==> src/rtl/axi_lite_rr_arbiter.sv <==
// AXI-Lite round-robin arbiter: several AXI-Lite requesters share one
// AXI-Lite master port. Reads and writes are arbitrated independently, each
// with its own round-robin pointer and one outstanding transaction. The
// granted requester's request channels are mirrored to the master port and
// the master responses are routed back to that requester only.
module axi_lite_rr_arbiter #(
    parameter int NUM_REQ        = 2,
    parameter int AXI_ADDR_WIDTH = 64,
    parameter int AXI_DATA_WIDTH = 32
) (
    input  logic                                clk_i,
    input  logic                                rst_ni,
    // requester side (requester i occupies slice i)
    input  logic [NUM_REQ*AXI_ADDR_WIDTH-1:0]   slv_aw_awaddr,
    input  logic [NUM_REQ*3-1:0]                slv_aw_awprot,
    input  logic [NUM_REQ-1:0]                  slv_aw_awvalid,
    output logic [NUM_REQ-1:0]                  slv_aw_awready,
    input  logic [NUM_REQ*AXI_DATA_WIDTH-1:0]   slv_w_wdata,
    input  logic [NUM_REQ*AXI_DATA_WIDTH/8-1:0] slv_w_wstrb,
    input  logic [NUM_REQ-1:0]                  slv_w_wvalid,
    output logic [NUM_REQ-1:0]                  slv_w_wready,
    output logic [NUM_REQ*2-1:0]                slv_b_bresp,
    output logic [NUM_REQ-1:0]                  slv_b_bvalid,
    input  logic [NUM_REQ-1:0]                  slv_b_bready,
    input  logic [NUM_REQ*AXI_ADDR_WIDTH-1:0]   slv_ar_araddr,
    input  logic [NUM_REQ*3-1:0]                slv_ar_arprot,
    input  logic [NUM_REQ-1:0]                  slv_ar_arvalid,
    output logic [NUM_REQ-1:0]                  slv_ar_arready,
    output logic [NUM_REQ*AXI_DATA_WIDTH-1:0]   slv_r_rdata,
    output logic [NUM_REQ*2-1:0]                slv_r_rresp,
    output logic [NUM_REQ-1:0]                  slv_r_rvalid,
    input  logic [NUM_REQ-1:0]                  slv_r_rready,
    // master side
    output logic [AXI_ADDR_WIDTH-1:0]           mst_aw_awaddr,
    output logic [2:0]                          mst_aw_awprot,
    output logic                                mst_aw_awvalid,
    input  logic                                mst_aw_awready,
    output logic [AXI_DATA_WIDTH-1:0]           mst_w_wdata,
    output logic [AXI_DATA_WIDTH/8-1:0]         mst_w_wstrb,
    output logic                                mst_w_wvalid,
    input  logic                                mst_w_wready,
    input  logic [1:0]                          mst_b_bresp,
    input  logic                                mst_b_bvalid,
    output logic                                mst_b_bready,
    output logic [AXI_ADDR_WIDTH-1:0]           mst_ar_araddr,
    output logic [2:0]                          mst_ar_arprot,
    output logic                                mst_ar_arvalid,
    input  logic                                mst_ar_arready,
    input  logic [AXI_DATA_WIDTH-1:0]           mst_r_rdata,
    input  logic [1:0]                          mst_r_rresp,
    input  logic                                mst_r_rvalid,
    output logic                                mst_r_rready
);

    localparam int STRB_WIDTH = AXI_DATA_WIDTH / 8;
    localparam int IDX_W      = (NUM_REQ > 1) ? $clog2(NUM_REQ) : 1;

    typedef enum logic [1:0] {W_IDLE, W_ADDR, W_RESP} wr_state_e;
    typedef enum logic [1:0] {R_IDLE, R_ADDR, R_RESP} rd_state_e;

    wr_state_e         wr_state_q, wr_state_d;
    logic [IDX_W-1:0]  wr_gnt_q, wr_gnt_d;
    logic [IDX_W-1:0]  wr_ptr_q, wr_ptr_d;
    logic              aw_done_q, aw_done_d;
    logic              w_done_q, w_done_d;

    rd_state_e         rd_state_q, rd_state_d;
    logic [IDX_W-1:0]  rd_gnt_q, rd_gnt_d;
    logic [IDX_W-1:0]  rd_ptr_q, rd_ptr_d;

    // First requesting index at or after ptr, wrapping around. Scanning from
    // the farthest offset down lets the nearest candidate win.
    function automatic logic [IDX_W-1:0] rr_pick(input logic [NUM_REQ-1:0] req,
                                                 input logic [IDX_W-1:0]   ptr);
        logic [IDX_W-1:0] win;
        int               idx;
        win = ptr;
        for (int k = NUM_REQ - 1; k >= 0; k--) begin
            idx = int'(ptr) + k;
            if (idx >= NUM_REQ) idx = idx - NUM_REQ;
            if (req[idx]) win = IDX_W'(idx);
        end
        return win;
    endfunction

    // Pointer moves to the requester just after the one that was served.
    function automatic logic [IDX_W-1:0] rr_next(input logic [IDX_W-1:0] gnt);
        return (int'(gnt) == NUM_REQ - 1) ? '0 : gnt + 1'b1;
    endfunction

    // Write arbitration state, cleared asynchronously.
    always_ff @(posedge clk_i or negedge rst_ni) begin
        if (!rst_ni) begin
            wr_state_q <= W_IDLE;
            wr_gnt_q   <= '0;
            wr_ptr_q   <= '0;
            aw_done_q  <= 1'b0;
            w_done_q   <= 1'b0;
        end else begin
            wr_state_q <= wr_state_d;
            wr_gnt_q   <= wr_gnt_d;
            wr_ptr_q   <= wr_ptr_d;
            aw_done_q  <= aw_done_d;
            w_done_q   <= w_done_d;
        end
    end

    // Write FSM: grant, forward AW/W of the granted requester, route B back.
    always_comb begin
        wr_state_d     = wr_state_q;
        wr_gnt_d       = wr_gnt_q;
        wr_ptr_d       = wr_ptr_q;
        aw_done_d      = aw_done_q;
        w_done_d       = w_done_q;
        mst_aw_awaddr  = '0;
        mst_aw_awprot  = '0;
        mst_aw_awvalid = 1'b0;
        mst_w_wdata    = '0;
        mst_w_wstrb    = '0;
        mst_w_wvalid   = 1'b0;
        mst_b_bready   = 1'b0;
        slv_aw_awready = '0;
        slv_w_wready   = '0;
        slv_b_bvalid   = '0;
        slv_b_bresp    = '0;
        unique case (wr_state_q)
            W_IDLE: begin
                if (|slv_aw_awvalid) begin
                    wr_gnt_d   = rr_pick(slv_aw_awvalid, wr_ptr_q);
                    aw_done_d  = 1'b0;
                    w_done_d   = 1'b0;
                    wr_state_d = W_ADDR;
                end
            end
            W_ADDR: begin
                mst_aw_awaddr  = slv_aw_awaddr[int'(wr_gnt_q)*AXI_ADDR_WIDTH +: AXI_ADDR_WIDTH];
                mst_aw_awprot  = slv_aw_awprot[int'(wr_gnt_q)*3 +: 3];
                mst_aw_awvalid = !aw_done_q;
                mst_w_wdata    = slv_w_wdata[int'(wr_gnt_q)*AXI_DATA_WIDTH +: AXI_DATA_WIDTH];
                mst_w_wstrb    = slv_w_wstrb[int'(wr_gnt_q)*STRB_WIDTH +: STRB_WIDTH];
                mst_w_wvalid   = slv_w_wvalid[wr_gnt_q] & !w_done_q;
                for (int i = 0; i < NUM_REQ; i++) begin
                    if (i == int'(wr_gnt_q)) begin
                        slv_aw_awready[i] = mst_aw_awready & !aw_done_q;
                        slv_w_wready[i]   = mst_w_wready & !w_done_q;
                    end
                end
                if (!aw_done_q && mst_aw_awready) aw_done_d = 1'b1;
                if (slv_w_wvalid[wr_gnt_q] && !w_done_q && mst_w_wready) w_done_d = 1'b1;
                if (aw_done_d && w_done_d) wr_state_d = W_RESP;
            end
            W_RESP: begin
                mst_b_bready = slv_b_bready[wr_gnt_q];
                for (int i = 0; i < NUM_REQ; i++) begin
                    if (i == int'(wr_gnt_q)) begin
                        slv_b_bvalid[i]      = mst_b_bvalid;
                        slv_b_bresp[i*2 +: 2] = mst_b_bresp;
                    end
                end
                if (mst_b_bvalid && slv_b_bready[wr_gnt_q]) begin
                    wr_ptr_d   = rr_next(wr_gnt_q);
                    wr_state_d = W_IDLE;
                end
            end
            default: wr_state_d = W_IDLE;
        endcase
    end

    // Read arbitration state, cleared asynchronously.
    always_ff @(posedge clk_i or negedge rst_ni) begin
        if (!rst_ni) begin
            rd_state_q <= R_IDLE;
            rd_gnt_q   <= '0;
            rd_ptr_q   <= '0;
        end else begin
            rd_state_q <= rd_state_d;
            rd_gnt_q   <= rd_gnt_d;
            rd_ptr_q   <= rd_ptr_d;
        end
    end

    // Read FSM: grant, forward AR of the granted requester, route R back.
    always_comb begin
        rd_state_d     = rd_state_q;
        rd_gnt_d       = rd_gnt_q;
        rd_ptr_d       = rd_ptr_q;
        mst_ar_araddr  = '0;
        mst_ar_arprot  = '0;
        mst_ar_arvalid = 1'b0;
        mst_r_rready   = 1'b0;
        slv_ar_arready = '0;
        slv_r_rvalid   = '0;
        slv_r_rdata    = '0;
        slv_r_rresp    = '0;
        unique case (rd_state_q)
            R_IDLE: begin
                if (|slv_ar_arvalid) begin
                    rd_gnt_d   = rr_pick(slv_ar_arvalid, rd_ptr_q);
                    rd_state_d = R_ADDR;
                end
            end
            R_ADDR: begin
                mst_ar_araddr  = slv_ar_araddr[int'(rd_gnt_q)*AXI_ADDR_WIDTH +: AXI_ADDR_WIDTH];
                mst_ar_arprot  = slv_ar_arprot[int'(rd_gnt_q)*3 +: 3];
                mst_ar_arvalid = 1'b1;
                for (int i = 0; i < NUM_REQ; i++) begin
                    if (i == int'(rd_gnt_q)) slv_ar_arready[i] = mst_ar_arready;
                end
                if (mst_ar_arready) rd_state_d = R_RESP;
            end
            R_RESP: begin
                mst_r_rready = slv_r_rready[rd_gnt_q];
                for (int i = 0; i < NUM_REQ; i++) begin
                    if (i == int'(rd_gnt_q)) begin
                        slv_r_rvalid[i]                               = mst_r_rvalid;
                        slv_r_rdata[i*AXI_DATA_WIDTH +: AXI_DATA_WIDTH] = mst_r_rdata;
                        slv_r_rresp[i*2 +: 2]                          = mst_r_rresp;
                    end
                end
                if (mst_r_rvalid && slv_r_rready[rd_gnt_q]) begin
                    rd_ptr_d   = rr_next(rd_gnt_q);
                    rd_state_d = R_IDLE;
                end
            end
            default: rd_state_d = R_IDLE;
        endcase
    end

endmodule

==> config.mk <==
export PLATFORM = sky130hd
export DESIGN_NAME = axi_lite_rr_arbiter
export DESIGN_NICKNAME = d
export VERILOG_FILES = /design/src/rtl/axi_lite_rr_arbiter.sv
export SDC_FILE = /design/constraint.sdc
export NUM_CORES = 1
export LEC_CHECK = 0
export ABC_AREA = 1
export CORE_AREA = 2 2 253 255
export DETAILED_ROUTE_END_ITERATION = 10
export DIE_AREA = 0 0 255 257
export PLACE_DENSITY = 0.43
export SYNTH_ARGS = -nofsm -noshare
export SYNTH_HDL_FRONTEND = slang
export SYNTH_SLANG_ARGS = --single-unit
==> constraint.sdc <==
create_clock -name clk_i -period 2 [get_ports clk_i]
set_input_delay 0.6 -clock clk_i [delete_from_list [all_inputs] [get_ports clk_i]]
set_output_delay 0.6 -clock clk_i [all_outputs]
set_load 0.1 [all_outputs]
# Word level (Yosys, flattened, before mapping)
# Index checks and enable logic that the tools add are counted.
[word_totals] input_bits=393 reg_bits=10
[classes] muxes=86 addsub=8 n_bitwise=3 order_cmp=10 n_eq_ne=10 n_mul=2 shift=6 reduce_logical=20
[op_table] operator="$mux 32" n=15
[op_table] operator="$shiftx 128x8->64" n=2
[op_table] operator="$mux 64" n=3
[op_table] operator="$lt 32x3->1 const B" n=4
[op_table] operator="$shiftx 64x7->32" n=1
[op_table] operator="$mux 1" n=44
[op_table] operator="$mux 2" n=15
[op_table] operator="$mux 4" n=3
[op_table] operator="$ne 2x2->1 const B" n=6
[op_table] operator="$pmux 2 s3" n=2
[op_table] operator="$shiftx 6x4->3" n=2
[op_table] operator="$reduce_and 2->1" n=5
[op_table] operator="$shiftx 8x4->4" n=1
[op_table] operator="$logic_and 1x1->1" n=6
[op_table] operator="$mul 1x2->3 const B" n=2
[op_table] operator="$mux 3" n=2
[op_table] operator="$reduce_and 3->1" n=2
[op_table] operator="$sub 1x2->3 const B" n=2
[op_table] operator="$sub 2x2->3 const B" n=2
[op_table] operator="$add 1x1->2 const B" n=2
[op_table] operator="$eq 2x1->1 const B" n=2
[op_table] operator="$eq 2x2->1 const B" n=2
[op_table] operator="$ge 1x2->1 const B" n=2
[op_table] operator="$ge 2x2->1 const B" n=2
[op_table] operator="8 further kinds" n=16

# Logic depth before layout (Yosys ltp)
[logic_depth] word_depth=10 ltp_mapped=9

# Worst setup path after synthesis
# Ideal clock, no wire load.
[synth_path] kind="reg-to-output" from="register rd_state_q[1]" to="output slv_ar_arready[0]" required_ns=1.400 arrival_time_ns=3.639 path_stages_with_launch=5 slack_ns=-2.239 cell_sequence="dfrtp_1 nor2_2 inv_2 buf_2 nor3_1"
[synth_via] elab_chain_len=2
[synth_lines] element="start: declaration" line_no="67" source="rd_state_e rd_state_q, rd_state_d;"
[synth_lines] element="start signal: assignment" line_no="176" source="rd_state_q <= rd_state_d;"
[synth_lines] element="$eq 2x1->1" line_no="195" source="unique case (rd_state_q)"
[synth_lines] element="$mux 2" line_no="195"
[synth_lines] element="end: declaration" line_no="28" source="output logic [NUM_REQ-1:0] slv_ar_arready,"
# No other way between the ends.

# Final worst setup path
[layout_path] from="register rd_state_q[1]" to="output mst_ar_araddr[12]"
[layout_via] elab_chain_len=2
[layout_lines] element="$eq 2x1->1" line_no="195"
[layout_lines] element="$mux 64" line_no="195"
[layout_lines] element="end: declaration" line_no="45" source="output logic [AXI_ADDR_WIDTH-1:0] mst_ar_araddr,"
# No other way between the ends.

==> results_dict.tcl <==
set metrics [dict create \
    synth_area_leaders "nand2_1, a21oi_1, a21oi_2" \
    drive_gt1_share_pct 48.2 \
    r2r_cells 7 \
    port_buffers 649 \
    fmax_mhz 432 \
    path_clk_slew_ns 0.05 \
    cts_max_path_buffers 2 \
    outcome "complete, but fails checks" \
    synth_ff_type "dfrtp_1" \
    synthesis.nets 1176 \
    period_needed_ns 2.31 \
    worstPathArrival_ns 1.71 \
    initial_core_util_pct 5.92 \
    finalSetupViolCount 256 \
    grt-ovfl-total 0 \
    synth_edf_count 0 \
    required_ns 1.40 \
    synth_cell_type_count 21 \
    reg2reg_from "wr_gnt_q" \
    finalPower_uw 33400 \
    hpwl_mm 31.8 \
    cts_root_buf "clkbuf_16" \
    slowest_delay_ns 0.39 \
    grt_util_all_layers_pct 11.0 \
    fin_worst_skew_ns 0.000977 \
    cts_hold_buf 0 \
    hp-class "reg2reg" \
    cts_buffers 3 \
    wl_per_cell_um 16.8 \
    grt_pass1_wl_mm 54.1 \
    grt_max_degree 40 \
    netlist_instances 783 \
    die_width_um 255 \
    critPathBufInv 5 \
    ys_seq_area_share_pct 6.73 \
    fin_nets 1901 \
    synth_most_common_cell "nand2_1" \
    drc 0 \
    synth_top_area_share_pct 36.9 \
    crit_chain "buf_6 > nor2_4 > clkinv_8 > buf_12 > buf_16 > a21oi_4 > buf_12" \
    slew_viol_final 0 \
    rsz0062_at_grt "yes" \
    utilization_pct 28.7 \
    tns_ns -54.04 \
    rows 92 \
    critical_path.top_delay_family "buffers and inverters" \
    die_area_um2 65500 \
    worst_ir_drop_vdd_uv 1110 \
    hold_viol_final 0 \
    yosys.area.top_type "nand2_1" \
    avgSynthCellArea_um2 4.75 \
    violations "setup timing" \
    fp.dieH_um 257 \
    cp_max_fo 7 \
    endpoint_kind "output pin" \
    p_leak_uw 0.00678 \
    async_reset_ff_share_pct 100 \
    grt_pass1_vias 8462 \
    power_density_nw_per_um2 1860 \
    whs_endpoint "wr_ptr_q" \
    dp_slack_ns -0.369 \
    netlist_area_um2 3720 \
    ioPinCount 650 \
    yosysWarnings 0 \
    layout_setup_ws_ns -0.313 \
    synth-seq-cells 10 \
    critPathSlowestCell "dfrtp_1" \
    gp_congestion 0.838 \
    ant_nets 0 \
    path_class "reg2out" \
    htree_levels 1 \
    ff2ff_setup_slack_ns 0.44 \
    start_kind "flip-flop" \
    viasPerCell 3.41 \
    dr.pass1.iters 4 \
    r2r_end "wr_state_q[0]" \
    finalCritPeriodShare_pct 116 \
    min-delay-start "wr_ptr_q" \
    clock_latency_ns 0.25 \
    relSlewSlack_pct 76.4 \
    core_area_um2 62700 \
    area_growth_pct 384 \
    cts_sinks 10 \
    netlist_top_cells_count "nand2_1, a21oi_1, nor2_1, inv_1, a21oi_2" \
    drtIter0Drc 219 \
    hold-path-cell-count 2 \
    grt_antenna_before_repair 3 \
    worstMarginPinSlew_ns 0.354 \
    wl_mm 39.6 \
    cp_common_cell "buf_12" \
    via_count 8016 \
    drv_cap 0 \
    tritoncts "done" \
]
==> tightest hold or removal path, delay by kind of cell, from the launching register on <==
kind	cells	cell delay, ns
flops	1	0.34
compound gates	1	0.08
simple gates	1	0.05
==> area by class of cell <==
cell class                      count  area (um2)
Fill cell                        6525       44800
Timing Repair Buffer              782       11100
Multi-Input combinational cell    653        5220
Tap cell                          846        1060
Inverter                           57         264
Sequential cell                    10         258
Clock buffer                        3        75.1
Timing Repair inverter              1        8.76
Antenna cell                        1        2.50
==> layer usage <==
layer | GRT usage (%) | vias to the layer above | part of all wire (%)
met5 | 0 | - | 0.063
met4 | 2.01 | 4 | 1.7
met3 | 2.85 | 32 | 7.6
met2 | 20.4 | 364 | 53
met1 | 12.6 | 3717 | 38
li1 | - | 3899 | -
==> through the flow <==
step,cells,hold WS [ns],instance area (um2)
finish,2353,0.506,18000
floorplan,783,0.304,5830
global placement,2295,0.488,16300
detailed placement,2295,0.494,16300
global route,2352,0.516,18000
CTS,2314,0.506,17000
==> worst max-delay path by stage <==
stage	startpoint	end	slack [ns]	depth (start not counted)
finish	rd_state_q[1]	mst_ar_araddr[12]	-0.31	7
global route	rd_state_q[1]	mst_ar_araddr[45]	-0.37	7
CTS	wr_gnt_q	mst_w_wdata[11]	-0.31	7
detailed placement	slv_w_wvalid[1]	mst_w_wvalid	-0.37	6
global placement	slv_w_wvalid[1]	mst_w_wvalid	-0.41	6
floorplan	wr_gnt_q	mst_aw_awaddr[11]	-0.94	6
==> kinds of logic (layout without fill, tap and decap cells) <==
family          Yosys count  in the layout  synth area share [%]
buf+inv                 120            843                  15.7
simple gates            470            470                  48.7
other cells               0              1                     0
compound gates          183            183                  28.9
flops                    10             10                  6.73
==> repair_timing <==
item,CTS,global route
cloned,5,20
pin swaps,17,20
endpoints found under the setup margin,256,256
setup buffers,11,21
gates resized for setup,117,96
==> state kept, by name, summed over array words and instances (netlist names) <==
signal	flops
rd_state_q	2
wr_state_q	2
aw_done_q	1
rd_gnt_q	1
rd_ptr_q	1
w_done_q	1
wr_gnt_q	1
wr_ptr_q	1
==> layout by cell type, fill, tap and decap left out, drive strengths merged <==
cell / n
clkinv: 2
dfrtp: 10
o22ai: 1
o21ai: 6
inv: 56
diode: 1
clkdlybuf4s50: 383
dlymetal6s2s: 3
nand2: 368
o31ai: 1
nor3: 5
buf: 374
dlygate4sd2: 6
a21oi: 175
clkbuf: 19
nand3: 4
nor2: 93
==> where the power goes <==
| group | internal [uW] | switching, uW |
|---|---|---|
| sequential | 307 | 168 |
| combinational | 12000 | 20500 |
| clock | 262 | 123 |
| total | 12500 | 20800 |
Power figures use the tool's default switching activity.
